--- src/rtl/mc_ctrl_fsm.sv ---
// Multi-cycle MIPS control FSM: Moore datapath controls, memory handshake with a
// bounded wait watchdog, illegal-opcode trap and retired-instruction counter.
module mc_ctrl_fsm #(
  parameter int unsigned MAX_WAIT  = 16,
  parameter int unsigned WAIT_W    = 5,
  parameter int unsigned CNT_W     = 32,
  parameter int unsigned HANDSHAKE = 1
) (
  input  logic             clk,
  input  logic             reset,
  input  logic [5:0]       opcode,
  input  logic             zero,
  input  logic             mem_ready,
  output logic             mem_req,
  output logic             mem_write,
  output logic             IorD,
  output logic             IRwrite,
  output logic             pc_en,
  output logic             RegWrite,
  output logic             reg_dst,
  output logic             memtoreg,
  output logic             alusrca,
  output logic [1:0]       alusrcb,
  output logic [1:0]       ALUOp,
  output logic [1:0]       PCSrc,
  output logic             halted,
  output logic [1:0]       err_code,
  output logic [CNT_W-1:0] retired
);

  localparam logic [3:0] S_FETCH  = 4'd0;
  localparam logic [3:0] S_DECODE = 4'd1;
  localparam logic [3:0] S_MEMADR = 4'd2;
  localparam logic [3:0] S_MEMRD  = 4'd3;
  localparam logic [3:0] S_MEMWB  = 4'd4;
  localparam logic [3:0] S_MEMWR  = 4'd5;
  localparam logic [3:0] S_EXEC   = 4'd6;
  localparam logic [3:0] S_ALUWB  = 4'd7;
  localparam logic [3:0] S_BRANCH = 4'd8;
  localparam logic [3:0] S_ADDIEX = 4'd9;
  localparam logic [3:0] S_ADDIWB = 4'd10;
  localparam logic [3:0] S_JUMP   = 4'd11;
  localparam logic [3:0] S_ERR    = 4'd12;

  localparam logic [5:0] OP_R    = 6'b000000;
  localparam logic [5:0] OP_LW   = 6'b100011;
  localparam logic [5:0] OP_SW   = 6'b101011;
  localparam logic [5:0] OP_BEQ  = 6'b000100;
  localparam logic [5:0] OP_BNE  = 6'b000101;
  localparam logic [5:0] OP_ADDI = 6'b001000;
  localparam logic [5:0] OP_J    = 6'b000010;

  localparam logic [1:0] ERR_NONE    = 2'b00;
  localparam logic [1:0] ERR_ILLEGAL = 2'b01;
  localparam logic [1:0] ERR_TIMEOUT = 2'b10;

  localparam logic [WAIT_W-1:0] WAIT_LAST = WAIT_W'(MAX_WAIT - 1);

  logic [3:0]        state, next_state;
  logic [WAIT_W-1:0] wait_cnt;
  logic [1:0]        next_err;
  logic              ready_eff, wait_hit, pc_write, branch, branch_ne, retire;

  // Qualifying ready with reset keeps IR/PC loads dead while reset is held.
  assign ready_eff = reset & ((HANDSHAKE != 0) ? mem_ready : 1'b1);
  assign wait_hit  = ~ready_eff && (wait_cnt == WAIT_LAST);

  // NOTE: every output of a combinational block gets a default first, so no path leaves it unassigned and no latch is inferred.
  always_comb begin
    next_state = state;
    next_err   = err_code;
    mem_req    = 1'b0;
    mem_write  = 1'b0;
    IorD       = 1'b0;
    IRwrite    = 1'b0;
    pc_write   = 1'b0;
    branch     = 1'b0;
    branch_ne  = 1'b0;
    RegWrite   = 1'b0;
    reg_dst    = 1'b0;
    memtoreg   = 1'b0;
    alusrca    = 1'b0;
    alusrcb    = 2'b00;
    ALUOp      = 2'b00;
    PCSrc      = 2'b00;
    halted     = 1'b0;
    unique case (state)
      S_FETCH: begin
        mem_req = 1'b1;
        alusrcb = 2'b01;
        if (ready_eff) begin
          IRwrite    = 1'b1;
          pc_write   = 1'b1;
          next_state = S_DECODE;
        end else if (wait_hit) begin
          next_state = S_ERR;
          next_err   = ERR_TIMEOUT;
        end
      end
      S_DECODE: begin
        alusrcb = 2'b11;
        unique case (opcode)
          OP_LW, OP_SW:    next_state = S_MEMADR;
          OP_R:            next_state = S_EXEC;
          OP_BEQ, OP_BNE:  next_state = S_BRANCH;
          OP_ADDI:         next_state = S_ADDIEX;
          OP_J:            next_state = S_JUMP;
          default: begin
            next_state = S_ERR;
            next_err   = ERR_ILLEGAL;
          end
        endcase
      end
      S_MEMADR: begin
        alusrca    = 1'b1;
        alusrcb    = 2'b10;
        next_state = (opcode == OP_SW) ? S_MEMWR : S_MEMRD;
      end
      S_MEMRD, S_MEMWR: begin
        mem_req   = 1'b1;
        mem_write = (state == S_MEMWR);
        IorD      = 1'b1;
        if (ready_eff) begin
          next_state = (state == S_MEMWR) ? S_FETCH : S_MEMWB;
        end else if (wait_hit) begin
          next_state = S_ERR;
          next_err   = ERR_TIMEOUT;
        end
      end
      S_MEMWB: begin
        RegWrite   = 1'b1;
        memtoreg   = 1'b1;
        next_state = S_FETCH;
      end
      S_EXEC: begin
        alusrca    = 1'b1;
        ALUOp      = 2'b10;
        next_state = S_ALUWB;
      end
      S_ALUWB: begin
        RegWrite   = 1'b1;
        reg_dst    = 1'b1;
        next_state = S_FETCH;
      end
      S_BRANCH: begin
        alusrca    = 1'b1;
        ALUOp      = 2'b01;
        PCSrc      = 2'b01;
        branch     = 1'b1;
        branch_ne  = (opcode == OP_BNE);
        next_state = S_FETCH;
      end
      S_ADDIEX: begin
        alusrca    = 1'b1;
        alusrcb    = 2'b10;
        next_state = S_ADDIWB;
      end
      S_ADDIWB: begin
        RegWrite   = 1'b1;
        next_state = S_FETCH;
      end
      S_JUMP: begin
        PCSrc      = 2'b10;
        pc_write   = 1'b1;
        next_state = S_FETCH;
      end
      S_ERR: halted = 1'b1;
      default: next_state = S_FETCH;
    endcase
  end

  assign pc_en  = pc_write | (branch & (zero ^ branch_ne));
  assign retire = (next_state == S_FETCH) && (state != S_FETCH) && (state != S_ERR);

  // NOTE: sequential state uses non-blocking assignments so every register samples pre-edge values.
  always_ff @(posedge clk or negedge reset) begin
    if (!reset) begin
      state    <= S_FETCH;
      wait_cnt <= '0;
      err_code <= ERR_NONE;
      retired  <= '0;
    end else begin
      state    <= next_state;
      err_code <= next_err;
      if (next_state != state) begin
        wait_cnt <= '0;
      end else if (mem_req && !ready_eff) begin
        wait_cnt <= wait_cnt + WAIT_W'(1);
      end
      if (retire) begin
        retired <= retired + CNT_W'(1);
      end
    end
  end

endmodule

--- config.mk ---
export PLATFORM = sky130hd
export DESIGN_NAME = mc_ctrl_fsm
export DESIGN_NICKNAME = d
export VERILOG_FILES = /design/src/rtl/mc_ctrl_fsm.sv
export SDC_FILE = /design/constraint.sdc
export NUM_CORES = 1
export LEC_CHECK = 0
export ABC_CLOCK_PERIOD_IN_PS = 2500
export CAP_MARGIN = 5
export CORE_MARGIN = 2
export CORE_UTILIZATION = 47
export CTS_BUF_LIST = sky130_fd_sc_hd__clkbuf_4
export CTS_CLUSTER_SIZE = 30
export DETAILED_ROUTE_END_ITERATION = 10
export PLACE_DENSITY = 0.82
export SYNTH_ARGS = -nofsm -noshare
export SYNTH_HDL_FRONTEND = slang
export SYNTH_SLANG_ARGS = --single-unit
--- constraint.sdc ---
create_clock -name clk -period 2.5 [get_ports clk]
set_clock_uncertainty 0.05 [all_clocks]
set_input_delay 0.5 -clock clk [delete_from_list [all_inputs] [get_ports clk]]
set_output_delay 0.5 -clock clk [all_outputs]
set_load 0.02 [all_outputs]
; ---- After elaboration in Yosys (flattened, before gate mapping)
; Index checks and enable logic that the tools add are counted.
[word_totals]
regBits = 43
input_bits = 10
out_inout_bits = 50
elab_cells = 84
[op_classes]
add_sub_neg = 2
eq_ne = 24
mux = 29
bitwise = 5
reduce_logical = 20
[ops]
columns = cell, count
row1 = $add A32 B1 Y32 const B, 1
row2 = $pmux W4 S7, 1
row3 = $eq A4 B4 Y1 const B, 5
row4 = $pmux W4 S5, 1
row5 = $eq A4 B3 Y1 const B, 4
row6 = $eq A6 B3 Y1 const B, 2
row7 = $eq A6 B6 Y1 const B, 2
row8 = $mux W1, 12
row9 = $mux W4, 3
row10 = $pmux W2 S2, 3
row11 = $mux W5, 2
row12 = $eq A4 B2 Y1 const B, 2
row13 = $logic_not A4 Y1, 2
row14 = $reduce_or A2 Y1, 4
row15 = $reduce_or A7 Y1, 1
row16 = $eq A6 B2 Y1 const B, 1
row17 = $eq A6 B4 Y1 const B, 1
row18 = $logic_not A6 Y1, 1
row19 = $mux W2, 3
row20 = $mux W3, 2
row21 = $pmux W2 S3, 1
row22 = $reduce_or A3 Y1, 2
row23 = $add A5 B1 Y5 const B, 1
row24 = $eq A5 B4 Y1 const B, 1
row25 = 16 further kinds, 22

; ---- Depth between registers and ports, before layout
; Gate-level depths: netlist (run 1).
[depth]
depth_word = 9
mapped_depth = 11
ltp_nobuf = 10

; ---- Worst setup path before layout (run 1)
; Ideal clock, no wire load.
[synth_path]
path_type = register to register
from = register wait_cnt[0]
to = register retired[1]
setup_time_ps = 125
arrival_time_ps = 2224
t_required_ps = 2325
setup_slack_ps = 101
stages_incl_launch_ff = 11
path_buffers = 1
synth_period_minus_slack_ps = 2399
path_cell_list = dfrtp_1 -> ha_1 -> and3_1 -> ha_1 -> a21oi_1 -> a32oi_1 -> o21ai_1 -> a2111oi_4 -> nand3_2 -> buf_2 -> mux2_2
[synth_via]
elab_chain_len = 8
word_cells_on_any_way = 9
cone_classes = eq/ne (1) / mux (4) / reduce/logical (4)
[synth_rtl]
columns = element, line
row1 = "start, declared", 60  ; logic [WAIT_W-1:0] wait_cnt;
row2 = "start signal, assigned", 188  ; wait_cnt <= wait_cnt + WAIT_W'(1);
row3 = $eq A5 B4 Y1 *, 66  ; assign wait_hit = ~ready_eff && (wait_cnt == WAIT_LAST);
row4 = $logic_and A1 B1 Y1 *, 66
row5 = $mux W4 *, "95, 125"
row6 = $mux W4 (on tied branches), "123, 91"
row7 = $pmux W4 S7 *, 87  ; unique case (state)
row8 = $logic_not A4 Y1 *, 173  ; assign retire = (next_state == S_FETCH) && (state != S_FETCH) && (state != S_ERR);
row9 = $logic_and A1 B1 Y1 * (2 in series), 173
row10 = "end signal, assigned", 191  ; retired <= retired + CNT_W'(1);
row11 = "end, declared", 28  ; output logic [CNT_W-1:0] retired
; Mark *: on every way between the ends. The rest lies on a longest branch, timed or not.
; A chain may end at the register's enable or synchronous reset.

; ---- Final worst setup path (run 1)
[layout_path]
from = register wait_cnt[1]
to = register retired[3]
; Same word-level chain as after synthesis.

==> results of run 1 <==
==> flip-flops by register name (all words and copies together) (netlist names) <==
| signal | cells |
|---|---|
| retired | 32 |
| wait_cnt | 5 |
| state | 4 |
| err_code | 2 |
==> logic make-up after synthesis <==
family,after synthesis,share of synthesized area [%]
AND/OR/NAND/NOR,122,26.2
flip-flops,43,41.9
AO/OA/AOI/OAI,39,10.7
XOR/XNOR,38,13.0
buffers and inverters,30,5.16
multiplexers,4,1.66
adder cells (fa/ha/maj),3,1.46
==> worst register-to-register path, cell delays in order, from the launching register on <==
cell,delay (ns)
dfrtp_1,0.38
ha_2,0.18
and3_4,0.19
ha_4,0.14
a21oi_4,0.04
a32oi_2,0.23
o21ai_2,0.12
a2111oi_4,0.40
nand3_4,0.23
buf_8,0.21
buf_6,0.13
nor2_4,0.08
xor2_1,0.19
==> Yosys cell counts (3+ instances only) <==
cell,n
buf_2,7
xor2_1,27
nand4_1,5
o22ai_1,3
dfrtp_1,43
nand2b_1,5
o21ai_0,7
nand2_1,19
xnor2_1,11
nand3_1,12
ha_1,3
nor4_2,5
and3_1,8
inv_1,14
clkbuf_1,6
nor2_1,27
nor3_1,22
a21oi_1,9
==> layout make-up <==
| cell class | instances | area, µm² |
|---|---|---|
| Clock inverter | 1 | 30.0 |
| Fill cell | 333 | 1240 |
| Tap cell | 70 | 87.6 |
| Sequential cell | 43 | 1080 |
| Multi-Input combinational cell | 206 | 1690 |
| Inverter | 15 | 56.3 |
| Clock buffer | 6 | 45.0 |
| Timing Repair Buffer | 105 | 983 |
==> stage by stage <==
step / power [W] / instances / hold slack, ns / util (%)
after floorplan: 0.00179 / 279 / 0.154 / -
after detailed placement: 0.00243 / 432 / 0.281 / 66.4
after CTS: 0.00304 / 444 / 0.260 / 72.3
final: 0.00332 / 446 / 0.241 / 76.3
after global placement: 0.00240 / 432 / 0.279 / 66.4
after global routing: 0.00348 / 446 / 0.289 / 76.3
==> metal layers <==
| layer | global-route usage (%) | vias to the layer above | share of wire, % |
|---|---|---|---|
| met1 | 30.4 | 1250 | 39 |
| met5 | 0 | - | 0 |
| li1 | - | 1178 | - |
| met2 | 40.9 | 148 | 51 |
| met3 | 4.30 | 38 | 6.1 |
| met4 | 6.84 | 0 | 3.8 |
==> path summary, 6_finish.rpt <==
kind / to / slack, ns / cells after the start
min in group clk: retired[31]$_DFFE_PN0P_ / 0.43 / 1
max in group asynchronous: err_code[1]$_DFFE_PN0P_ / 1.71 / 2
worst min-delay path: retired[4]$_DFFE_PN0P_ / 0.24 / 2
worst max-delay path: retired[3]$_DFFE_PN0P_ / -0.14 / 12
worst max register to register: retired[3]$_DFFE_PN0P_ / -0.14 / 12
worst min register to register: retired[31]$_DFFE_PN0P_ / 0.43 / 1
==> timing repair <==
action	CTS	global route
setup buffers	3	1
endpoints found under the hold margin	3	0
pin swaps	14	37
hold buffers	1	0
resized for setup	55	36
cloned	1	1
endpoints found under the setup margin	45	40
==> power groups by stage <==
stage | registers, W | clock network (W) | logic (W)
floorplan | 0.000906 | 0 | 0.000885
global placement | 0.000885 | 0 | 0.00151
detailed placement | 0.000889 | 0 | 0.00154
CTS | 0.000879 | 0.000442 | 0.00172
global route | 0.000900 | 0.000471 | 0.00211
finish | 0.000889 | 0.000440 | 0.00199
==> summary.md, run 1 <==
| Metric | Value |
|---|---|
| Hpwl dp | 4.75 mm |
| NetSw | 0.00146 W |
| 1st-iter DRT viols | 225 |
| CTS clk-pin slew, worst paths | 0.13 ns |
| Combinational Power Share | 60.0% |
| Number of synthesized flops with an enable pin | 0 |
| Commonest cells after routing, fill and taps aside | 42 x dfrtp_1, 40 x buf_4, 39 x clkdlybuf4s50_1, 27 x xor2_1, 25 x nor2_1 |
| Largest net degree at the start of global routing | 41 |
| Initial antenna violation count | 0 |
| Critical path data required time | 2.72 ns |
| Drt first pass iters | 5 |
| CP top delay family | compound AO/OA/AOI/OAI gates |
| PortBufs | 59 |
| Slowest library cell on the worst path | a2111oi_4 |
| Synth Flop Type | dfrtp_1 |
| Placer Congestion | 0.952 |
| Cell count after synthesis | 279 |
| GRT Util Overall | 23.7% |
| Vias in the first global route | 2,423 |
| Arr. time, crit path | 2.86 ns |
| Switching portion of total power | 44.0% |
| Die area | 0.00607 mm² |
| RSZ-0062 raised after global routing | true |
| Buffers and inverters on the worst path | 2 |
| IO Count | 60 |
| Layout cells sized above 1 | 28.2% |
| Status | finished, violations left |
| Clock network power share | 13.2% |
| Sequential Power Share | 26.7% |
| Asr flop ratio synth | 100% |
| Setup TNS | -1.94 ns |
| Crit-path max FO | 6 |
| R2r startpoint | wait_cnt[1]$_DFFE_PN0P_ |
| Nets | 389 |
| Fin. Hold Viols | 0 |
| Maximum clock path buffer count | 2 |
| Worst min path class | input port to async pin |
| H-tree depth | 2 |
| FF+latch count, synth | 43 |
| Crit Path Class | flop to flop |
| Vias | 2,614 |
| Clk_lat worst skew | 0.36 ns |
| DR DRC count | 0 |
| CTS Sinks | 43 |
| Slew HR | 67.0% |
| Peak VDD IR | 833 µV |
| Post-route ant nets | 0 |
| Slew @ Worst Pin | 0.490 ns |
| Antenna cell count | 0 |
| DR vias/cell | 5.86 |
| Most common cell after layout, fill and taps aside | dfrtp_1 |
| Net count after synthesis | 292 |
| Pint | 0.00186 W |
| Crit path capture type | flop |
| Die height | 77.9 µm |
| GRT Residual Overflow | 0 |
| Crit-path cells | ha_2 > and3_4 > ha_4 > a21oi_4 > a32oi_2 > o21ai_2 > a2111oi_4 > nand3_4 > buf_8 > buf_6 > nor2_4 > xor2_1 |
| Root Driver | clkbuf_4 |
| Pwr Density | 837 mW/mm² |
| Worst slack at placement | -0.525 ns |
| Minimum clock period | 2.64 ns |
| Sequential area share after synthesis | 41.9% |
| Max Cap Violations | 0 |
| Yosys warns | 0 |
| Critical path origin | wait_cnt[1]$_DFFE_PN0P_ |
| CTS tree | built |
| Fin area | 0.00397 mm² |
| First-pass GRT wire length | 11.5 mm |
| Synth area leaders | dfrtp_1 42%, xor2_1 9.2%, nor3_1 4.3%, nor2_1 3.9%, xnor2_1 3.8% |
| Startpoint types | flop |
| Post-synth cell types | 53 |
| CTS Buf Count | 5 |
| Fmax | 0.378 GHz |
| WL/cell | 17.9 µm |
| Failing checks | negative setup slack |
| CP max stage delay | 0.40 ns |
| Leakage | 1.98 nW |
| Final worst-path cycle share | 106% |
| Final Max Slew Viols | 0 |
| Synth top area share | 41.9% |
| Synthesized cell area | 0.00257 mm² |
| Initial Util | 49.4% |
| WL final | 8.00 mm |
| Setup violators final | 32 |
| Area Overhead vs Synth | 54.5% |
| Core ar. | 0.00520 mm² |
| Die W | 77.9 µm |
| Yosys top cell by area | dfrtp_1 |
| Row count | 26 |
| Final WS setup | -0.143 ns |
| Syn_area_per_cell | 9.21 µm² |
| Post-Place Cell Area | 0.00346 mm² |
Power figures use the tool's default switching activity.
==> run 2: changes to the inputs <==
--- a/config.mk
+++ b/config.mk
@@ -12,6 +12,7 @@
 export CTS_BUF_LIST = sky130_fd_sc_hd__clkbuf_4
 export CTS_CLUSTER_SIZE = 30
 export DETAILED_ROUTE_END_ITERATION = 10
+export HOLD_SLACK_MARGIN = 0.06
 export PLACE_DENSITY = 0.82
 export SYNTH_ARGS = -nofsm -noshare
 export SYNTH_HDL_FRONTEND = slang
==> results of run 2 <==
No change in the layout: final DEF, timing and power equal those of run 1.
